===== src/rtl/fpu_param.sv =====
// Multi-cycle floating-point unit: add, sub, mul, div on sign/exponent/mantissa operands.
// Two's complement exponent, normalised mantissa (MSB=1), truncating arithmetic.
//
// state  | meaning
// IDLE   | ready, waiting for start
// CHECK  | classify operands, resolve special cases, set up datapath
// ALIGN  | shift smaller-exponent operand right
// ADDSUB | add/subtract magnitudes, first normalisation step
// NORM   | left-shift loop (add/sub), final select (mul/div)
// MULI   | shift-add multiply, MSB first
// DIVI   | restoring division step
// PACK   | range check, register result and flags
// DONE   | done pulse
module fpu_param #(
    parameter int EW = 7,
    parameter int MW = 15
) (
    input  logic          clk,
    input  logic          reset,
    input  logic          start,
    input  logic [1:0]    op,
    input  logic          a_s,
    input  logic [EW-1:0] a_e,
    input  logic [MW-1:0] a_m,
    input  logic          b_s,
    input  logic [EW-1:0] b_e,
    input  logic [MW-1:0] b_m,
    output logic          ready,
    output logic          done,
    output logic          res_s,
    output logic [EW-1:0] res_e,
    output logic [MW-1:0] res_m,
    output logic          zero_flag,
    output logic          inf_flag,
    output logic          overflow_flag,
    output logic          underflow_flag,
    output logic          div0_flag
);
    localparam int XW = EW + 2;
    localparam int CW = $clog2(MW + 1);
    localparam logic [EW-1:0] ZERO_E = {1'b1, {(EW-1){1'b0}}};
    localparam logic [EW-1:0] INF_E  = {1'b0, {(EW-1){1'b1}}};
    localparam logic [MW-1:0] MSB_M  = {1'b1, {(MW-1){1'b0}}};
    localparam logic signed [XW-1:0] ZERO_X = {2'b11, ZERO_E};
    localparam logic signed [XW-1:0] INF_X  = {2'b00, INF_E};
    localparam logic signed [XW-1:0] ONE_X  = 1;
    localparam logic [1:0] OP_MUL = 2'b10;
    localparam logic [1:0] OP_DIV = 2'b11;

    typedef enum logic [3:0] {
        S_IDLE, S_CHECK, S_ALIGN, S_ADDSUB, S_NORM, S_MULI, S_DIVI, S_PACK, S_DONE
    } state_t;

    state_t state;
    logic [1:0] op_r;
    logic as_r, bs_r;
    logic [EW-1:0] ae_r, be_r;
    logic [MW-1:0] am_r, bm_r;
    logic rs, special, fz, fi, fo, fu, fd, sl, ss;
    logic signed [XW-1:0] re;
    logic [MW-1:0] nm;
    logic [MW+1:0] xl, xs;
    logic [2*MW-1:0] prod;
    logic [MW:0] quo, rem;
    logic [CW-1:0] cnt;

    logic signed [XW-1:0] ae_x, be_x, ediff;
    logic a_inf, b_inf, a_zero, b_zero, a_big, bs_eff, inf_sign;
    logic [XW-1:0] shamt;
    logic [MW+1:0] small_full, small_sh, sum_raw, sum_sh1, xl_sh1;
    logic sum_s, mag_eq;
    logic [2*MW-1:0] prod_next;
    logic [MW:0] rem_sub;

    assign ae_x   = {{2{ae_r[EW-1]}}, ae_r};
    assign be_x   = {{2{be_r[EW-1]}}, be_r};
    assign a_inf  = (ae_r == INF_E);
    assign b_inf  = (be_r == INF_E);
    assign a_zero = (ae_r == ZERO_E);
    assign b_zero = (be_r == ZERO_E);
    assign bs_eff = bs_r ^ op_r[0];
    assign inf_sign = op_r[1] ? (as_r ^ bs_r) : (a_inf ? as_r : bs_eff);

    assign ediff      = ae_x - be_x;
    assign a_big      = !ediff[XW-1];
    assign shamt      = a_big ? ediff : -ediff;
    assign small_full = {1'b0, (a_big ? bm_r : am_r), 1'b0};
    assign small_sh   = (shamt > XW'(MW + 1)) ? '0 : (small_full >> shamt);

    always_comb begin
        sum_raw = '0;
        sum_s   = 1'b0;
        mag_eq  = 1'b0;
        if (sl == ss) begin
            sum_raw = xl + xs;
            sum_s   = sl;
        end else if (xl > xs) begin
            sum_raw = xl - xs;
            sum_s   = sl;
        end else if (xs > xl) begin
            sum_raw = xs - xl;
            sum_s   = ss;
        end else begin
            mag_eq = 1'b1;
        end
    end

    assign sum_sh1   = sum_raw << 1;
    assign xl_sh1    = xl << 1;
    assign prod_next = (prod << 1) + (bm_r[cnt] ? {{MW{1'b0}}, am_r} : '0);
    assign rem_sub   = rem - {1'b0, bm_r};

    always_ff @(posedge clk) begin
        if (reset) begin
            state <= S_IDLE;
            ready <= 1'b1;
            done  <= 1'b0;
            res_s <= 1'b0;
            res_e <= '0;
            res_m <= '0;
            zero_flag <= 1'b0;
            inf_flag <= 1'b0;
            overflow_flag <= 1'b0;
            underflow_flag <= 1'b0;
            div0_flag <= 1'b0;
            op_r <= '0;
            as_r <= 1'b0;
            bs_r <= 1'b0;
            ae_r <= '0;
            be_r <= '0;
            am_r <= '0;
            bm_r <= '0;
            rs <= 1'b0;
            special <= 1'b0;
            fz <= 1'b0;
            fi <= 1'b0;
            fo <= 1'b0;
            fu <= 1'b0;
            fd <= 1'b0;
            sl <= 1'b0;
            ss <= 1'b0;
            re <= '0;
            nm <= '0;
            xl <= '0;
            xs <= '0;
            prod <= '0;
            quo <= '0;
            rem <= '0;
            cnt <= '0;
        end else begin
            done <= 1'b0;
            case (state)
                S_IDLE: if (start) begin
                    op_r <= op;
                    as_r <= a_s;
                    ae_r <= a_e;
                    am_r <= a_m;
                    bs_r <= b_s;
                    be_r <= b_e;
                    bm_r <= b_m;
                    ready <= 1'b0;
                    state <= S_CHECK;
                end
                S_CHECK: begin
                    special <= 1'b1;
                    {fz, fi, fo, fu, fd} <= '0;
                    rs <= as_r ^ bs_r;
                    nm <= MSB_M;
                    state <= S_PACK;
                    if (op_r == OP_DIV && b_zero) begin
                        re <= INF_X;
                        fd <= 1'b1;
                    end else if (a_inf || b_inf) begin
                        rs <= inf_sign;
                        re <= INF_X;
                        fi <= 1'b1;
                    end else if ((op_r == OP_MUL && (a_zero || b_zero)) ||
                                 (op_r == OP_DIV && a_zero) || (a_zero && b_zero)) begin
                        rs <= 1'b0;
                        re <= ZERO_X;
                        fz <= 1'b1;
                    end else if (!op_r[1] && a_zero) begin
                        rs <= bs_eff;
                        re <= be_x;
                        nm <= bm_r;
                    end else if (!op_r[1] && b_zero) begin
                        rs <= as_r;
                        re <= ae_x;
                        nm <= am_r;
                    end else begin
                        special <= 1'b0;
                        case (op_r)
                            OP_MUL: begin
                                re <= ae_x + be_x;
                                prod <= '0;
                                cnt <= CW'(MW - 1);
                                state <= S_MULI;
                            end
                            OP_DIV: begin
                                re <= ae_x - be_x;
                                rem <= {1'b0, am_r};
                                quo <= '0;
                                cnt <= CW'(MW);
                                state <= S_DIVI;
                            end
                            default: state <= S_ALIGN;
                        endcase
                    end
                end
                S_ALIGN: begin
                    re <= a_big ? ae_x : be_x;
                    xl <= {1'b0, (a_big ? am_r : bm_r), 1'b0};
                    xs <= small_sh;
                    sl <= a_big ? as_r : bs_eff;
                    ss <= a_big ? bs_eff : as_r;
                    state <= S_ADDSUB;
                end
                S_ADDSUB: begin
                    rs <= sum_s;
                    state <= S_PACK;
                    if (mag_eq) begin
                        special <= 1'b1;
                        fz <= 1'b1;
                        re <= ZERO_X;
                        nm <= MSB_M;
                    end else if (sum_raw[MW+1]) begin
                        nm <= sum_raw[MW+1:2];
                        re <= re + ONE_X;
                    end else if (sum_raw[MW]) begin
                        nm <= sum_raw[MW:1];
                    end else begin
                        // first left shift folded in here; NORM continues if needed
                        re <= re - ONE_X;
                        if (sum_sh1[MW]) begin
                            nm <= sum_sh1[MW:1];
                        end else begin
                            xl <= sum_sh1;
                            state <= S_NORM;
                        end
                    end
                end
                S_NORM: begin
                    state <= S_PACK;
                    case (op_r)
                        OP_MUL: begin
                            if (prod[2*MW-1]) begin
                                nm <= prod[2*MW-1:MW];
                                re <= re + ONE_X;
                            end else begin
                                nm <= prod[2*MW-2:MW-1];
                            end
                        end
                        OP_DIV: begin
                            if (quo[MW]) begin
                                nm <= quo[MW:1];
                            end else begin
                                nm <= quo[MW-1:0];
                                re <= re - ONE_X;
                            end
                        end
                        default: begin
                            re <= re - ONE_X;
                            if (xl_sh1[MW]) begin
                                nm <= xl_sh1[MW:1];
                            end else begin
                                xl <= xl_sh1;
                                state <= S_NORM;
                            end
                        end
                    endcase
                end
                S_MULI: begin
                    prod <= prod_next;
                    if (cnt == '0) state <= S_NORM;
                    else cnt <= cnt - 1'b1;
                end
                S_DIVI: begin
                    if (rem >= {1'b0, bm_r}) begin
                        quo <= {quo[MW-1:0], 1'b1};
                        rem <= rem_sub << 1;
                    end else begin
                        quo <= {quo[MW-1:0], 1'b0};
                        rem <= rem << 1;
                    end
                    if (cnt == '0) state <= S_NORM;
                    else cnt <= cnt - 1'b1;
                end
                S_PACK: begin
                    if (special) begin
                        res_s <= rs;
                        res_e <= re[EW-1:0];
                        res_m <= nm;
                        {zero_flag, inf_flag, overflow_flag, underflow_flag, div0_flag} <=
                            {fz, fi, fo, fu, fd};
                    end else if (re >= INF_X) begin
                        res_s <= rs;
                        res_e <= INF_E;
                        res_m <= MSB_M;
                        {zero_flag, inf_flag, overflow_flag, underflow_flag, div0_flag} <= 5'b01100;
                    end else if (re <= ZERO_X) begin
                        res_s <= 1'b0;
                        res_e <= ZERO_E;
                        res_m <= MSB_M;
                        {zero_flag, inf_flag, overflow_flag, underflow_flag, div0_flag} <= 5'b10010;
                    end else begin
                        res_s <= rs;
                        res_e <= re[EW-1:0];
                        res_m <= nm;
                        {zero_flag, inf_flag, overflow_flag, underflow_flag, div0_flag} <= '0;
                    end
                    done <= 1'b1;
                    state <= S_DONE;
                end
                S_DONE: begin
                    ready <= 1'b1;
                    state <= S_IDLE;
                end
                default: begin
                    ready <= 1'b1;
                    state <= S_IDLE;
                end
            endcase
        end
    end
endmodule


===== config.mk =====
export PLATFORM = sky130hd
export DESIGN_NAME = fpu_param
export DESIGN_NICKNAME = d
export VERILOG_FILES = /design/src/rtl/fpu_param.sv
export SDC_FILE = /design/constraint.sdc
export NUM_CORES = 1
export LEC_CHECK = 0
export BUFFER_PORTS_ARGS = -buffer_cell sky130_fd_sc_hd__buf_2
export CORE_ASPECT_RATIO = 1.1
export CORE_MARGIN = 5
export CORE_UTILIZATION = 63
export DETAILED_ROUTE_END_ITERATION = 12
export GPL_ROUTABILITY_DRIVEN = 0
export MAX_ROUTING_LAYER = met4
export PLACE_DENSITY_LB_ADDON = 0.12
export SLEW_MARGIN = 5
export SYNTH_ARGS = -nofsm -noshare
export SYNTH_HDL_FRONTEND = slang
export SYNTH_SLANG_ARGS = --single-unit

===== constraint.sdc =====
create_clock -name clk -period 5.66 [get_ports clk]
set_input_delay 1.132 -clock clk [delete_from_list [all_inputs] [get_ports clk]]
set_output_delay 1.132 -clock clk [all_outputs]
set_load 0.05 [all_outputs]

## Word level (Yosys, flattened, before mapping)

Index checks and enable logic that the tools add are counted.
W data, S select, Z words.

| storage, ports and cells | value |
|---|---|
| flip-flop bits (word level) | 213 |
| bits of input ports | 51 |
| output and inout port bits | 30 |
| word-level logic and storage cells | 269 |

| cells by class | value |
|---|---|
| add/sub/neg operators | 11 |
| order comparisons | 7 |
| eq/ne operators | 38 |
| shift operators | 1 |
| mux-type cells | 141 |
| bitwise operators | 3 |
| reduce and logical (&&, ||, !) cells | 34 |

Operator list:

| kind | number |
|---|---|
| $mux W15 | 18 |
| $mux W16 | 13 |
| $mux W30 | 6 |
| $mux W17 | 10 |
| $mux W9 | 12 |
| $pmux W16 S2 | 2 |
| $pmux W30 S2 | 1 |
| $pmux W17 S3 | 1 |
| $pmux W15 S3 | 1 |
| $mux W1 | 42 |
| $pmux W9 S2 | 2 |
| $pmux W9 S4 | 1 |
| $gt A17 B17 Y1 | 2 |
| $sub A17 B17 Y17 | 2 |
| $mux W4 | 8 |
| $ne A2 B2 Y1 const B | 16 |
| $add A30 B15 Y30 | 1 |
| $pmux W15 S2 | 1 |
| $pmux W4 S7 | 1 |
| $mux W7 | 3 |
| $reduce_and A7 Y1 | 3 |
| $add A17 B17 Y17 | 1 |
| $shr A16 B9 Y17 | 1 |
| $eq A4 B3 Y1 const B | 4 |
| 45 further kinds | 83 |

## Depth between registers and ports, before layout

Gate-level depths: netlist (run 1).

| depth | value |
|---|---|
| depth in word-level cells | 9 |
| gate-level depth with buffers | 21 |
| gate-level depth less buffers | 18 |

## Worst setup path before layout (run 1)

No wires, ideal clock.

| timing path | value |
|---|---|
| path kind | register -> register |
| start point | register cnt[0] |
| end point | register prod[28] |
| setup time | 0.117 ns |
| arrival | 4.305 ns |
| data required time | 5.543 ns |
| setup slack | 1.238 ns |
| cell stages (with the launch flop) | 17 |
| path buffers | 2 |
| clock period less this slack | 4.422 ns |
| cell sequence | dfxtp_1 -> clkbuf_1 -> mux4_2 -> mux4_2 -> clkbuf_1 -> and2_1 -> ha_1 -> a21o_1 -> a21oi_1 -> o21ai_0 -> a2111oi_0 -> o41a_1 -> o21ai_0 -> a211oi_1 -> nor3b_1 -> xor2_1 -> a22o_1 |

| between the ends | value |
|---|---|
| cells in the longest elaborated chain, start to end | 5 |

RTL lines:

| item | line | text |
|---|---|---|
| start: declaration | 65 | `logic [CW-1:0] cnt;` |
| start signal: assignment | 196 | `cnt <= CW'(MW - 1);` |
| start signal: assignment | 203 | `cnt <= CW'(MW);` |
| start signal: assignment | 275 | `else cnt <= cnt - 1'b1;` |
| $bmux W1 S4 | 110 | `assign prod_next = (prod << 1) + (bm_r[cnt] ? {{MW{1'b0}}, am_r} : '0);` |
| $mux W1 (implied by the code) | 110 |  |
| $mux W15 | 110 |  |
| $add A30 B15 Y30 | 110 |  |
| $pmux W30 S2 | 152 | `case (state)` |
| end signal: assignment | 273 | `prod <= prod_next;` |
| end: declaration | 63 | `logic [2*MW-1:0] prod;` |

Every way passes these cells. The select of a mux whose other input is x is not followed.
A chain may end at the register's enable or synchronous reset.

## Final worst setup path (run 1)

Same ends and word-level chain as after synthesis.

==> results of run 1 <==
[state kept, by name, summed over array words and instances (netlist names), 2 cells and up]
signal / flops
prod: 30
quo: 16
rem: 16
xl: 16
xs: 16
am_r: 15
bm_r: 15
nm: 15
res_m: 15
re: 9
ae_r: 7
be_r: 7
res_e: 7
cnt: 4
state: 4
op_r: 2
[worst max path at each step]
stage,startpoint,endpoint,slack [ns],cells after the start
6_report,cnt[0],prod[28],0.62,14
5_1_grt,cnt[0],prod[18],0.17,14
4_1_cts,cnt[0],prod[28],0.68,14
3_5_place_dp,cnt[0],prod[28],0.65,14
3_3_place_gp,cnt[0],prod[28],0.79,14
2_1_floorplan,cnt[0],prod[28],1.24,16
[metal layers]
| layer | up-vias | track usage, % | wire length, um |
|---|---|---|---|
| met4 | 0 | 20.3 | 4100 |
| met1 | 7970 | 46.5 | 21100 |
| met5 | - | - | 0 |
| met3 | 268 | 6.83 | 5690 |
| li1 | 7904 | - | - |
| met2 | 1080 | 56.1 | 24300 |
[layout by cell type (no fill, tap or decap), types with 15 or more instances in the layout]
cell	count
a211oi_1	50
a21o_1	26
a21oi_1	224
a221oi_1	28
a22o_1	19
a22oi_1	63
a31oi_1	22
and2_1	31
and3_1	21
buf_2	79
buf_4	28
clkbuf_16	24
dfxtp_1	211
ha_1	94
inv_1	104
mux2i_1	75
mux4_2	16
nand2_1	251
nand2b_1	17
nand3_1	41
nor2_1	197
nor2b_1	27
nor3_1	45
o211ai_1	16
o21ai_0	113
o221ai_1	19
o22ai_1	21
o31ai_1	15
xnor2_1	47
xor2_1	24
[cell families after synthesis]
group | Yosys count | share of synthesized area, %
compound gates | 741 | 30.0
xor+xnor | 71 | 3.78
fa+ha+maj | 101 | 8.00
buf+inv | 253 | 6.11
flops | 211 | 25.7
mux | 97 | 7.20
other cells | 1 | 0.0228
simple gates | 694 | 19.2
[power by group through the flow]
stage               Combinational, mW  Sequential [mW]  Clock, mW
CTS                              5.34             2.08       1.52
global route                     5.93             2.12       1.58
finish                           5.54             2.11       1.51
floorplan                        4.14             1.90          0
detailed placement               5.31             2.11          0
global placement                 5.22             2.10          0
[layout make-up]
cell class                 instances  share of cell area, %
multi-input combinational       1706                   63.7
sequential                       211                   23.9
clock buffer                      34                   3.94
timing repair buffer             107                   3.42
tap                              352                   2.49
inverter                         105                   2.23
clock inverter                     9                  0.382
[critical path: stages, from the launching register on]
cell       delay, ns
dfxtp_1         0.55
mux4_2          0.57
mux4_2          0.64
and2_1          0.24
ha_1            0.27
a21o_1          0.17
a21oi_1         0.21
o21ai_0         0.13
a2111oi_0       0.51
o41a_1          0.28
o21ai_0         0.17
a211oi_1        0.70
nor3b_1         0.15
xor2_1          0.18
a22o_1          0.18
[through the flow]
| step | cell area [um^2] | setup WS, ns | util, % | hold slack (ns) | power (mW) |
|---|---|---|---|---|---|
| floorplan | 16500 | 1.24 | - | 0.424 | 6.04 |
| global placement | 16900 | 0.786 | 65.4 | 0.441 | 7.32 |
| detailed placement | 16900 | 0.646 | 65.4 | 0.445 | 7.42 |
| CTS | 17700 | 0.677 | 68.4 | 0.453 | 8.94 |
| global route | 17700 | 0.173 | 68.4 | 0.469 | 9.63 |
| finish | 17700 | 0.619 | 68.4 | 0.452 | 9.16 |
==> results.sh, run 1 <==
export IMPL_run_status="completed"
export IMPL_clock_tree_htree_level_count=1
export IMPL_pwr_density_cell_nw_per_um2=517
export IMPL_antenna_found_initial=0
export IMPL_fin_nets=2307
export IMPL_sequential_cell_area_um2=4220
export IMPL_hold_path_class="reg -> reg"
export IMPL_ant_nets=0
export IMPL_netlist_area_leader_share_pct=25.7
export IMPL_synth_area_per_cell_um2=7.59
export IMPL_share_of_total_power_in_sequential_cells_pct=23.0
export IMPL_detailedPlacementHpwl_mm=41.3
export IMPL_setup_tns_final_ns=0
export IMPL_root_buffer="clkbuf_16"
export IMPL_die_wd_um=164
export IMPL_hold_path_end="overflow_flag"
export IMPL_largest_net_degree_at_the_start_of_global_routing=62
export IMPL_timing_final_crit_period_ns=5.04
export IMPL_post_cts_resized_instances=0
export IMPL_synth_top_flop_cell="dfxtp_1"
export IMPL_worstMarginPinSlew_ns=1.11
export IMPL_synth_cells=2169
export IMPL_worst_ep_arrival_time_ns=5.48
export IMPL_worst_r2r_startpoint="cnt[0]"
export IMPL_tritoncts_clock_tree="yes"
export IMPL_drt_first_pass_iters=6
export IMPL_p_int_mw=4.56
export IMPL_worstPathMaxFanout=15
export IMPL_netSwitchingPower_mw=4.60
export IMPL_post_route_drc_count=0
export IMPL_insertedDiodeCount=0
export IMPL_setup_viol_count_final=0
export IMPL_grt_remaining_overflow=0
export IMPL_critPathLaunchType="flip-flop"
export IMPL_synth_top_cells_by_count="251 x nand2_1, 224 x a21oi_1, 211 x dfxtp_1"
export IMPL_coreArea_um2=25900
export IMPL_drv_slew=0
export IMPL_floorplan_die_height_um=180
export IMPL_cts_buffers_inserted=24
export IMPL_start_util_pct=63.5
export IMPL_final_layout_size_suffix_gt1_share_pct=8.98
export IMPL_synth_enable_flop_cells=0
export IMPL_wire_length_of_the_first_global_routing_pass_mm=86.5
export IMPL_combined_area_of_all_synthesized_cells_um2=16500
export IMPL_post_cts_buffers=0
export IMPL_timing_reg2reg_setup_slack_ns=0.62
export IMPL_critical_path_required_ns=6.10
export IMPL_clock_latency_ns=0.55
export IMPL_hold_path_cell_count=2
export IMPL_route_vias_total=17200
export IMPL_yosys_area_top_type="dfxtp_1"
export IMPL_final_standard_cell_count_with_taps_included_and_fillers_excluded=2524
export IMPL_ys_warnings_count=0
export IMPL_criticalPathCategory="reg -> reg"
export IMPL_yosys_cell_types_count=87
export IMPL_footprint_of_the_multi_input_gates_um2=11300
export IMPL_cts_sink_count=211
export IMPL_cts_hold_repair_buffers=0
export IMPL_detail_route_vias_per_cell=6.82
export IMPL_yosysSeqAreaShare_pct=25.7
export IMPL_fillCellCount=2337
export IMPL_first_global_vias=15900
export IMPL_final_hold_viols=0
export IMPL_area_growth_pct=7.62
export IMPL_finalWirelength_mm=55.2
export IMPL_dp_cells=2481
export IMPL_timing_rr_end="prod[28]"
export IMPL_p_leak_nw=7.08
export IMPL_min_delay_start="overflow_flag"
export IMPL_power_share_combinational_pct=60.5
export IMPL_drt_wl_cell_um=21.9
export IMPL_maxSlewHeadroom_pct=25.5
export IMPL_die_area_um2=29500
export IMPL_p_clk_share_pct=16.5
export IMPL_synthTopCellsByArea="dfxtp_1 26%, ha_1 7.1%, a21oi_1 6.8%"
export IMPL_synthArstFlopShare_pct=0
export IMPL_power_ir_vdd_worst_v=0.000445
export IMPL_globalRouteTotalUtil_pct=37.0
export IMPL_cts_buffer_depth=3
export IMPL_post_synth_top_count_cell="nand2_1"
export IMPL_rsz0062_at_grt="no"
export IMPL_port_buffers=80
export IMPL_clkSlewWorstSetupHoldPaths_ns=0.06
export IMPL_max_cap_violations=0
export IMPL_num_rows=62
export IMPL_seq_cells_post_synth=211
export IMPL_power_switching_fraction_pct=50.3
export IMPL_critPathCaptureType="flip-flop"
export IMPL_fin_skew_ns=0.0297
export IMPL_first_iter_violations=2213
export IMPL_timing_reg2reg_worst_path_depth=14
export IMPL_layout_worst_path_cycle_share_pct=89.1
export IMPL_clock_fmax_ghz=0.198
export IMPL_pin_count=81
No activity file was read; power rests on OpenSTA's default activity.
==> run 2, diff against run 1 <==
--- a/config.mk
+++ b/config.mk
@@ -12,7 +12,8 @@
 export DETAILED_ROUTE_END_ITERATION = 12
 export GPL_ROUTABILITY_DRIVEN = 0
 export MAX_ROUTING_LAYER = met4
-export PLACE_DENSITY_LB_ADDON = 0.12
+export PLACE_DENSITY = 0.82
+export SKIP_CTS_REPAIR_TIMING = 1
 export SLEW_MARGIN = 5
 export SYNTH_ARGS = -nofsm -noshare
 export SYNTH_HDL_FRONTEND = slang
==> results.sh, run 2 (synthesis gave the netlist of run 1 again) <==
export IMPL_insertedDiodeCount=0
export IMPL_max_cap_violations=0
export IMPL_clock_tree_htree_level_count=1
export IMPL_cts_buffer_depth=3
export IMPL_detailedPlace_worstSlack_ns=0.618
export IMPL_coreArea_um2=25900
export IMPL_largest_register_ff_count=30
export IMPL_p_int_mw=4.63
export IMPL_post_route_drc_count=0
export IMPL_hold_path_class="reg -> reg"
export IMPL_pwr_density_cell_nw_per_um2=521
export IMPL_drv_slew=0
export IMPL_timing_hold_ws_ns=0.451
export IMPL_critPathLaunchType="flip-flop"
export IMPL_critPathCaptureType="flip-flop"
export IMPL_antenna_found_initial=0
export IMPL_timing_reg2reg_worst_path_depth=14
export IMPL_p_clk_share_pct=17.4
export IMPL_share_of_total_power_in_sequential_cells_pct=22.6
export IMPL_root_buffer="clkbuf_16"
export IMPL_route_vias_total=17400
export IMPL_power_switching_fraction_pct=49.9
export IMPL_finalCoreUtilization_pct=68.5
export IMPL_largest_net_degree_at_the_start_of_global_routing=69
export IMPL_critical_path_n_buffers_inverters=0
export IMPL_wire_length_of_the_first_global_routing_pass_mm=86.6
export IMPL_num_rows=62
export IMPL_globalRouteTotalUtil_pct=36.9
export IMPL_netSwitchingPower_mw=4.61
export IMPL_pin_count=81
export IMPL_rsz0062_at_grt="no"
export IMPL_detail_route_vias_per_cell=6.89
export IMPL_layout_worst_path_cycle_share_pct=90.2
export IMPL_layout_cells_most_common="nand2_1"
export IMPL_grt_remaining_overflow=0
export IMPL_setup_tns_final_ns=0
export IMPL_critical_path_required_ns=6.10
export IMPL_drt_wl_cell_um=21.7
export IMPL_area_growth_pct=7.79
export IMPL_run_status="completed"
export IMPL_detailedPlacementHpwl_mm=40.9
export IMPL_finalWirelength_mm=54.7
export IMPL_p_leak_nw=7.08
export IMPL_cts_buffers_inserted=23
export IMPL_start_util_pct=63.5
export IMPL_final_hold_viols=0
export IMPL_critical_path_depth=14
export IMPL_worstPathMaxFanout=15
export IMPL_critPathTopFamily="compound AO/OA/AOI/OAI gates"
export IMPL_floorplan_die_height_um=180
export IMPL_post_layout_worst_setup_margin_ns=0.553
export IMPL_critical_path_cell_chain="mux4_2, mux4_2, and2_1, ha_1, a21o_1, a21oi_1, o21ai_0, a2111oi_0, o41a_1, o21ai_0, a211oi_1, nor3b_1, xor2_1, a22o_1"
export IMPL_clkSlewWorstSetupHoldPaths_ns=0.06
export IMPL_fin_skew_ns=0.0303
export IMPL_first_iter_violations=2397
export IMPL_ant_nets=0
export IMPL_die_area_um2=29500
export IMPL_clock_latency_ns=0.55
export IMPL_timing_final_crit_period_ns=5.11
export IMPL_clock_fmax_ghz=0.196
export IMPL_worst_ep_arrival_time_ns=5.54
export IMPL_fin_total_pwr_mw=9.24
export IMPL_worst_path_max_delay_cell="a211oi_1"
export IMPL_power_ir_vdd_worst_v=0.000363
export IMPL_largest_register="prod"
export IMPL_mostFrequentLayoutCells="251 x nand2_1, 224 x a21oi_1, 211 x dfxtp_1"
export IMPL_criticalPathCategory="reg -> reg"
export IMPL_cts_sink_count=211
export IMPL_worstMarginPinSlew_ns=1.20
export IMPL_hold_path_cell_count=2
export IMPL_maxSlewHeadroom_pct=19.6
export IMPL_final_layout_size_suffix_gt1_share_pct=8.90
export IMPL_fin_nets=2303
export IMPL_critical_path_max_stage_delay_ns=0.64
export IMPL_drt_first_pass_iters=7
export IMPL_setup_viol_count_final=0
export IMPL_first_global_vias=16100
export IMPL_tritoncts_clock_tree="yes"
export IMPL_power_share_combinational_pct=60.0
export IMPL_die_wd_um=164
export IMPL_port_buffers=80
## run 2: cell types whose count changed in the layout (fill, tap and decap cells not counted), sizes merged
cell,delta
buf,-3
bufinv,+2
clkbuf,-1
clkinv,-4
inv,+2
## run 2: final timing paths
kind,slack (ns),start,to
worst min register to register,0.45,nm[14],res_m[14]
worst min-delay path,0.45,nm[14],res_m[14]
worst max-delay path,0.55,cnt[0],prod[28]
worst max register to register,0.55,cnt[0],prod[28]
## run 2: metrics by stage
stage	area, um^2	cells
finish	17700	2520
global route	17700	2520
CTS	17700	2520
detailed placement	16900	2478
global placement	16900	2478
floorplan	16500	2170
## run 2: tightest hold or removal path, cell delays in order, from the launching register on
cell and delay, ns:
dfxtp_1 0.31, inv_1 0.05, a21oi_1 0.05
## run 2: power by group through the flow
stage | clock (mW) | sequential, mW | combinational (mW)
floorplan | 0 | 1.90 | 4.14
global placement | 0 | 2.08 | 5.16
detailed placement | 0 | 2.09 | 5.27
CTS | 1.61 | 2.06 | 5.31
global route | 1.67 | 2.11 | 5.91
finish | 1.60 | 2.09 | 5.55
## run 2: layout make-up
type                            count  area, um^2
Sequential cell                   211        4220
Fill cell                        2166        8170
Clock inverter                      9         123
Clock buffer                       33         693
Timing Repair Buffer              104         583
Inverter                          105         394
Tap cell                          352         440
Multi-Input combinational cell   1706       11300
## run 2: layer usage
layer | GRT usage, % | routed length (um) | share of wire [%] | vias to the layer above
met4 | 23.4 | 4740 | 8.7 | 0
met1 | 45.5 | 20200 | 37 | 7951
met2 | 55.9 | 23800 | 43 | 1160
met5 | - | 0 | 0 | -
met3 | 6.16 | 5970 | 11 | 337
li1 | - | - | - | 7905
